## config.mk

```make
export PLATFORM = sky130hd
export DESIGN_NAME = kernel_a_ostream_pack
export DESIGN_NICKNAME = d
export VERILOG_FILES = /design/src/rtl/kernel_a_ostream_pack_pkg.sv /design/src/rtl/kernel_a_ostream_pack_lane_reg.sv /design/src/rtl/kernel_a_ostream_pack.sv
export SDC_FILE = /design/constraint.sdc
export NUM_CORES = 1
export LEC_CHECK = 0
export BUFFER_PORTS_ARGS = -buffer_cell sky130_fd_sc_hd__clkbuf_2
export CAP_MARGIN = 20
export CORE_ASPECT_RATIO = 0.6
export CORE_MARGIN = 5
export CORE_UTILIZATION = 46
export DETAILED_ROUTE_END_ITERATION = 10
export HOLD_SLACK_MARGIN = 0.05
export PLACE_DENSITY_LB_ADDON = 0.08
export SLEW_MARGIN = 20
export SYNTH_ARGS = -nofsm -noshare
export SYNTH_HDL_FRONTEND = slang
export SYNTH_SLANG_ARGS = --single-unit
```

## constraint.sdc

```tcl
create_clock -name clk -period 3.2 [get_ports clk]
set_clock_uncertainty 0.2 [all_clocks]
set_input_delay 0.16 -clock clk [delete_from_list [all_inputs] [get_ports clk]]
set_output_delay 0.16 -clock clk [all_outputs]
set_load 0.005 [all_outputs]
```

## src/rtl/kernel_a_ostream_pack_pkg.sv

```systemverilog
// Shared definitions for the kernel_A output-stream packer.
// Holds default geometry, the lane-counter width for the default geometry,
// the output-register state encoding and a lane bit-offset helper.
package kernel_a_ostream_pack_pkg;

    localparam int unsigned STREAMW_DEF = 32;
    localparam int unsigned VECT_DEF    = 8;
    localparam int unsigned CNTW_DEF    = 32;
    localparam int unsigned LANEW       = $clog2(VECT_DEF);

    // Output register occupancy; EMPTY <-> ovalid = 0, FULL <-> ovalid = 1.
    typedef enum logic [1:0] {
        StEmpty = 2'd0,
        StFull  = 2'd1
    } state_e;

    // Bit offset of lane `lane` in a packed word of `w`-bit lanes.
    function automatic int unsigned lane_off(input int unsigned lane, input int unsigned w);
        return lane * w;
    endfunction

endpackage

```

## src/rtl/kernel_a_ostream_pack_lane_reg.sv

```systemverilog
// One lane of the pack register.
// Ports:
//   clk_i   clock
//   rst_ni  asynchronous active-low reset, clears the lane
//   clr_i   synchronous clear (takes priority over load)
//   load_i  synchronous load of d_i
//   d_i     lane data in
//   q_o     lane data out
module kernel_a_ostream_pack_lane_reg
    import kernel_a_ostream_pack_pkg::*;
#(
    parameter int unsigned W = STREAMW_DEF
) (
    input  logic         clk_i,
    input  logic         rst_ni,
    input  logic         clr_i,
    input  logic         load_i,
    input  logic [W-1:0] d_i,
    output logic [W-1:0] q_o
);

    always_ff @(posedge clk_i or negedge rst_ni) begin
        if (!rst_ni) begin
            q_o <= '0;
        end else if (clr_i) begin
            q_o <= '0;
        end else if (load_i) begin
            q_o <= d_i;
        end
    end

endmodule

```

## src/rtl/kernel_a_ostream_pack.sv

```systemverilog
// Packs VECT consecutive accepted STREAMW-bit beats into one wide word.
// A word completes when VECT beats are gathered or a beat carries ilast.
// Ports:
//   clk, rst            clock; asynchronous active-low reset
//   ivalid/iready       input beat handshake; idata beat, ilast end of stream
//   ovalid/oready       packed word handshake
//   odata, okeep, olast packed word, lane-valid mask, end-of-stream flag
//   words_out           count of packed words accepted downstream (wraps)
module kernel_a_ostream_pack
    import kernel_a_ostream_pack_pkg::*;
#(
    parameter int unsigned STREAMW = STREAMW_DEF,
    parameter int unsigned VECT    = VECT_DEF,
    parameter int unsigned CNTW    = CNTW_DEF
) (
    input  logic                    clk,
    input  logic                    rst,
    input  logic                    ivalid,
    output logic                    iready,
    input  logic [STREAMW-1:0]      idata,
    input  logic                    ilast,
    output logic                    ovalid,
    input  logic                    oready,
    output logic [STREAMW*VECT-1:0] odata,
    output logic [VECT-1:0]         okeep,
    output logic                    olast,
    output logic [CNTW-1:0]         words_out
);

    localparam int unsigned CW = $clog2(VECT);

    state_e state_q, state_d;

    logic [CW-1:0]           cnt_q, cnt_d;
    logic [VECT-1:0]         keep_q, keep_d, keep_new;
    logic [STREAMW*VECT-1:0] lane_flat, merged;
    logic [STREAMW*VECT-1:0] odata_q;
    logic [VECT-1:0]         okeep_q;
    logic                    olast_q;
    logic [CNTW-1:0]         words_q;

    logic in_acc, out_acc, complete, word_load;

    assign ovalid    = (state_q == StFull);
    assign iready    = ~ovalid | oready;
    assign in_acc    = ivalid & iready;
    assign out_acc   = ovalid & oready;
    assign complete  = (cnt_q == CW'(VECT - 1)) | ilast;
    assign word_load = in_acc & complete;

    assign odata     = odata_q;
    assign okeep     = okeep_q;
    assign olast     = olast_q;
    assign words_out = words_q;

    // The completing beat bypasses the lanes and goes straight into the output
    // register, so the lanes only ever hold beats of an unfinished word.
    for (genvar k = 0; k < VECT; k++) begin : g_lane
        kernel_a_ostream_pack_lane_reg #(
            .W (STREAMW)
        ) u_lane (
            .clk_i  (clk),
            .rst_ni (rst),
            .clr_i  (word_load),
            .load_i (in_acc & ~complete & (cnt_q == CW'(k))),
            .d_i    (idata),
            .q_o    (lane_flat[lane_off(k, STREAMW) +: STREAMW])
        );
    end

    // Lanes above cnt are still cleared, so partial words read 0 there.
    always_comb begin
        merged = lane_flat;
        for (int unsigned k = 0; k < VECT; k++) begin
            if (cnt_q == CW'(k)) begin
                merged[lane_off(k, STREAMW) +: STREAMW] = idata;
            end
        end
        keep_new         = keep_q;
        keep_new[cnt_q]  = 1'b1;
    end

    always_comb begin
        cnt_d  = cnt_q;
        keep_d = keep_q;
        if (in_acc) begin
            if (complete) begin
                cnt_d  = '0;
                keep_d = '0;
            end else begin
                cnt_d  = cnt_q + 1'b1;
                keep_d = keep_new;
            end
        end
    end

    always_comb begin
        state_d = state_q;
        unique case (state_q)
            StEmpty: if (word_load) state_d = StFull;
            StFull:  if (out_acc && !word_load) state_d = StEmpty;
            default: state_d = StEmpty;
        endcase
    end

    always_ff @(posedge clk or negedge rst) begin
        if (!rst) begin
            state_q <= StEmpty;
            cnt_q   <= '0;
            keep_q  <= '0;
            odata_q <= '0;
            okeep_q <= '0;
            olast_q <= 1'b0;
            words_q <= '0;
        end else begin
            state_q <= state_d;
            cnt_q   <= cnt_d;
            keep_q  <= keep_d;
            if (word_load) begin
                odata_q <= merged;
                okeep_q <= keep_new;
                olast_q <= ilast;
            end
            if (out_acc) begin
                words_q <= words_q + 1'b1;
            end
        end
    end

endmodule

```

==> flow_metrics.env <==
export IMPL_run_status="completed"
export IMPL_async_flop_share_pct=100.0
export IMPL_diodes=0
export IMPL_synth_edf_count=0
export IMPL_synth_top_area_cell="dfrtp_1"
export IMPL_powerDensity_nw_per_um2=650.9
export IMPL_synth_top_cell_area_share_pct=61.56
export IMPL_syn_cell_area_um2=22970
export IMPL_dp_cells=2810
export IMPL_fp_row_count=63
export IMPL_grt_pass1_vias=16559
export IMPL_cp_end_kind="flop"
export IMPL_hp_class="primary input to flop"
export IMPL_crit_type="flop to flop"
export IMPL_setup_violations=0
export IMPL_wl_per_cell_um=21.76
export IMPL_dieHeight_um=183.1
export IMPL_firstDrtPassIters=5
export IMPL_areaGrowthSynthToFinish_pct=20.46
export IMPL_cts_tree="yes"
export IMPL_routabilityCongestion=0.8088
export IMPL_leakagePower_nw=14.28
export IMPL_dpl_cell_area_um2=25460
export IMPL_ys_types=36
export IMPL_vias=16154
export IMPL_ys_warn_count=0
export IMPL_grt_overflow=0
export IMPL_seqPwrFrac_pct=47.3
export IMPL_power_internal_w=0.01305
export IMPL_tightest_slew_ns=1.036
export IMPL_drc=0
export IMPL_finalNetCount=2296
export IMPL_relSlewSlack_pct=30.28
export IMPL_clockPowerShare_pct=36.6
export IMPL_drt_iter0_markers=1002
export IMPL_worstPathRequired_ns=3.50
export IMPL_crit_path_start_kind="flop"
export IMPL_antenna_found_initial=0
export IMPL_drt_total_wl_um=64070
export IMPL_synthTopCellsByArea="dfrtp_1 (62%), mux2i_1 (11%), a22o_1 (8.6%)"
export IMPL_root_buffer="clkbuf_16"
export IMPL_postCtsSetupBuffers=0
export IMPL_final_min_clock_period_ns=2.650
export IMPL_syn_nets=1994
export IMPL_grt_setup_unrepaired="no"
export IMPL_core_area_um2=49340
export IMPL_slew_violations=0
export IMPL_design_area_um2=27670
export IMPL_drive_gt1_share_pct=21.75
export IMPL_p_sw_w=0.004961
export IMPL_cts_max_path_buffers=3
export IMPL_clkLatencyLatePin_ns=0.58
export IMPL_ios=336
export IMPL_path_clk_slew_ns=0.06
export IMPL_start_util_pct=46.54
export IMPL_stdcell_count=2944
export IMPL_numPortBuffers=335
export IMPL_vdd_drop_max_v=0.0004125
export IMPL_hold_violations=0
export IMPL_maxClockFrequency_mhz=377.3
export IMPL_synth_seq_cells=565
export IMPL_syn_avg_cell_area_um2=11.78
export IMPL_finalCritPeriodShare_pct=82.81
export IMPL_synth_seq_area_share_pct=61.56
export IMPL_p_sw_share_pct=27.55
export IMPL_die_area_um2=54640
export IMPL_track_usage_pct=23.30
export IMPL_grt_first_pass_wirelength_um=101300
export IMPL_clock_sinks=565
export IMPL_numCtsBuffers=52
export IMPL_postRouteAntennaNets=0
export IMPL_cts_htree_levels=2
export IMPL_die_width_um=298.5
export IMPL_synth_ff_type="dfrtp_1"
export IMPL_dpl_hpwl_um=41440
export IMPL_worst_endpoint_arrival_ns=2.95
export IMPL_pwr_share_comb_pct=16.1
export IMPL_postCtsResizedCells=0
export IMPL_critical_path_max_fanout=32
export IMPL_maxCapViolCount=0
export IMPL_syn_inst=1950
export IMPL_grt_max_degree=118
export IMPL_post_drt_via_cell_ratio=5.487
export IMPL_finalSetupTns_ns=0
-- layer usage --
metal  routed length [um]  part of all wire [%]  up-vias  GRT usage (%)
met4                 1287                   2.0        0          4.779
met5                    0                     0        -              0
li1                     -                     -     7465              -
met3                 3197                   5.0       80          4.579
met1                29580                    46     8278          33.39
met2                30000                    47      331          37.63
-- area by class of cell --
type / count / area [um2]
fillers: 4270 / 21680
flip-flops and latches: 565 / 14140
multi-input cells: 1206 / 8173
repair buffers: 422 / 2715
clock buffers: 78 / 1560
well taps: 650 / 813.3
clock inverters: 18 / 247.7
inverters: 5 / 18.77
-- layout by cell type (no fill, tap or decap), types with 2 or more instances in the layout --
cell	synthesis	layout
nand2_1	294	289
clkinv_2	0	10
nor4_1	8	8
nand2_2	0	5
and2_1	35	35
mux2i_1	256	256
ha_2	0	2
buf_12	0	21
clkbuf_8	0	14
nor2_4	0	5
nand3_1	12	11
inv_6	0	2
o21ai_0	267	267
a22o_1	225	225
ha_1	7	5
a31oi_1	8	8
and3_2	1	2
xor2_1	15	15
inv_1	5	5
nand2b_2	0	3
bufinv_16	0	6
clkbuf_2	0	334
dlygate4sd3_1	0	37
and4_1	2	2
xnor2_1	16	16
nor2_2	1	2
and3_1	3	2
and4_2	3	3
dfrtp_1	565	565
nor2_1	22	16
clkbuf_16	0	53
nand4_1	7	7
buf_4	1	28
a21oi_1	7	7
nor3_1	5	5
clkbuf_1	112	11
-- cell usage after synthesis (2+ instances only) --
library cell	instances
a21oi_1	7
a22o_1	225
a31oi_1	8
and2_1	35
and3_1	3
and4_1	2
and4_2	3
buf_1	10
buf_2	50
clkbuf_1	112
dfrtp_1	565
ha_1	7
inv_1	5
mux2i_1	256
nand2_1	294
nand2b_1	4
nand3_1	12
nand4_1	7
nor2_1	22
nor3_1	5
nor4_1	8
o21ai_0	267
xnor2_1	16
xor2_1	15
-- through the flow --
stage / power (W) / setup slack [ns] / util, % / hold slack (ns)
after global routing: 0.01891 / 0.3972 / 56.07 / 0.2686
after detailed placement: 0.01156 / 0.5924 / 51.60 / -0.09406
final: 0.01801 / 0.5499 / 56.07 / 0.2574
after floorplan: 0.01001 / 0.8051 / - / -0.3356
after CTS: 0.01825 / 0.6015 / 56.07 / 0.2242
after global placement: 0.01149 / 0.6807 / 51.60 / -0.1041
-- timing repair --
item                       in CTS  in global routing
hold endpoints to repair     1046                  0
setup endpoints to repair       0                  0
hold buffers                   38                  0
-- power groups by stage --
| stage | clock network, W | registers (W) | logic, W |
|---|---|---|---|
| floorplan | 0 | 0.00854 | 0.00147 |
| global placement | 0 | 0.00863 | 0.00286 |
| detailed placement | 0 | 0.00865 | 0.00290 |
| CTS | 0.00676 | 0.00853 | 0.00296 |
| global route | 0.00708 | 0.00862 | 0.00322 |
| finish | 0.00658 | 0.00852 | 0.00290 |
-- worst max-delay path, stage by stage (launching register included) --
cell     delay, ns
dfrtp_1       0.52
inv_1         0.25
ha_1          0.24
nand2_2       0.28
nor2_4        0.83
a22o_1        0.25
-- sequential cells by signal, summed over array words and instances, names as in the netlist --
name / count
olast: 1
state_q: 1
words_out: 32
keep_q: 8
g_lane.u_lane.q_o: 256
odata: 256
okeep: 8
cnt_q: 3
-- path summary, 6_finish.rpt --
check | startpoint | slack, ns | endpoint | cells after the start
worst max-delay path | cnt_q[0] | 0.55 | g_lane[4].u_lane.q_o[4] | 5
worst min-delay path | oready | 0.26 | words_out[2] | 4
worst max register to register | cnt_q[0] | 0.55 | g_lane[4].u_lane.q_o[4] | 5
worst min register to register | words_out[31] | 0.27 | words_out[31] | 1
max in group asynchronous | rst | 1.60 | words_out[17] | 4
min in group asynchronous | rst | 0.57 | odata[102] | 4
-- logic make-up after synthesis --
logic type,synth area share (%)
fa+ha+maj,0.3813
compound gates,14.83
mux,11.21
xor+xnor,1.182
buf+inv,3.247
simple gates,7.594
flops,61.56
No activity file was read; power rests on OpenSTA's default activity.
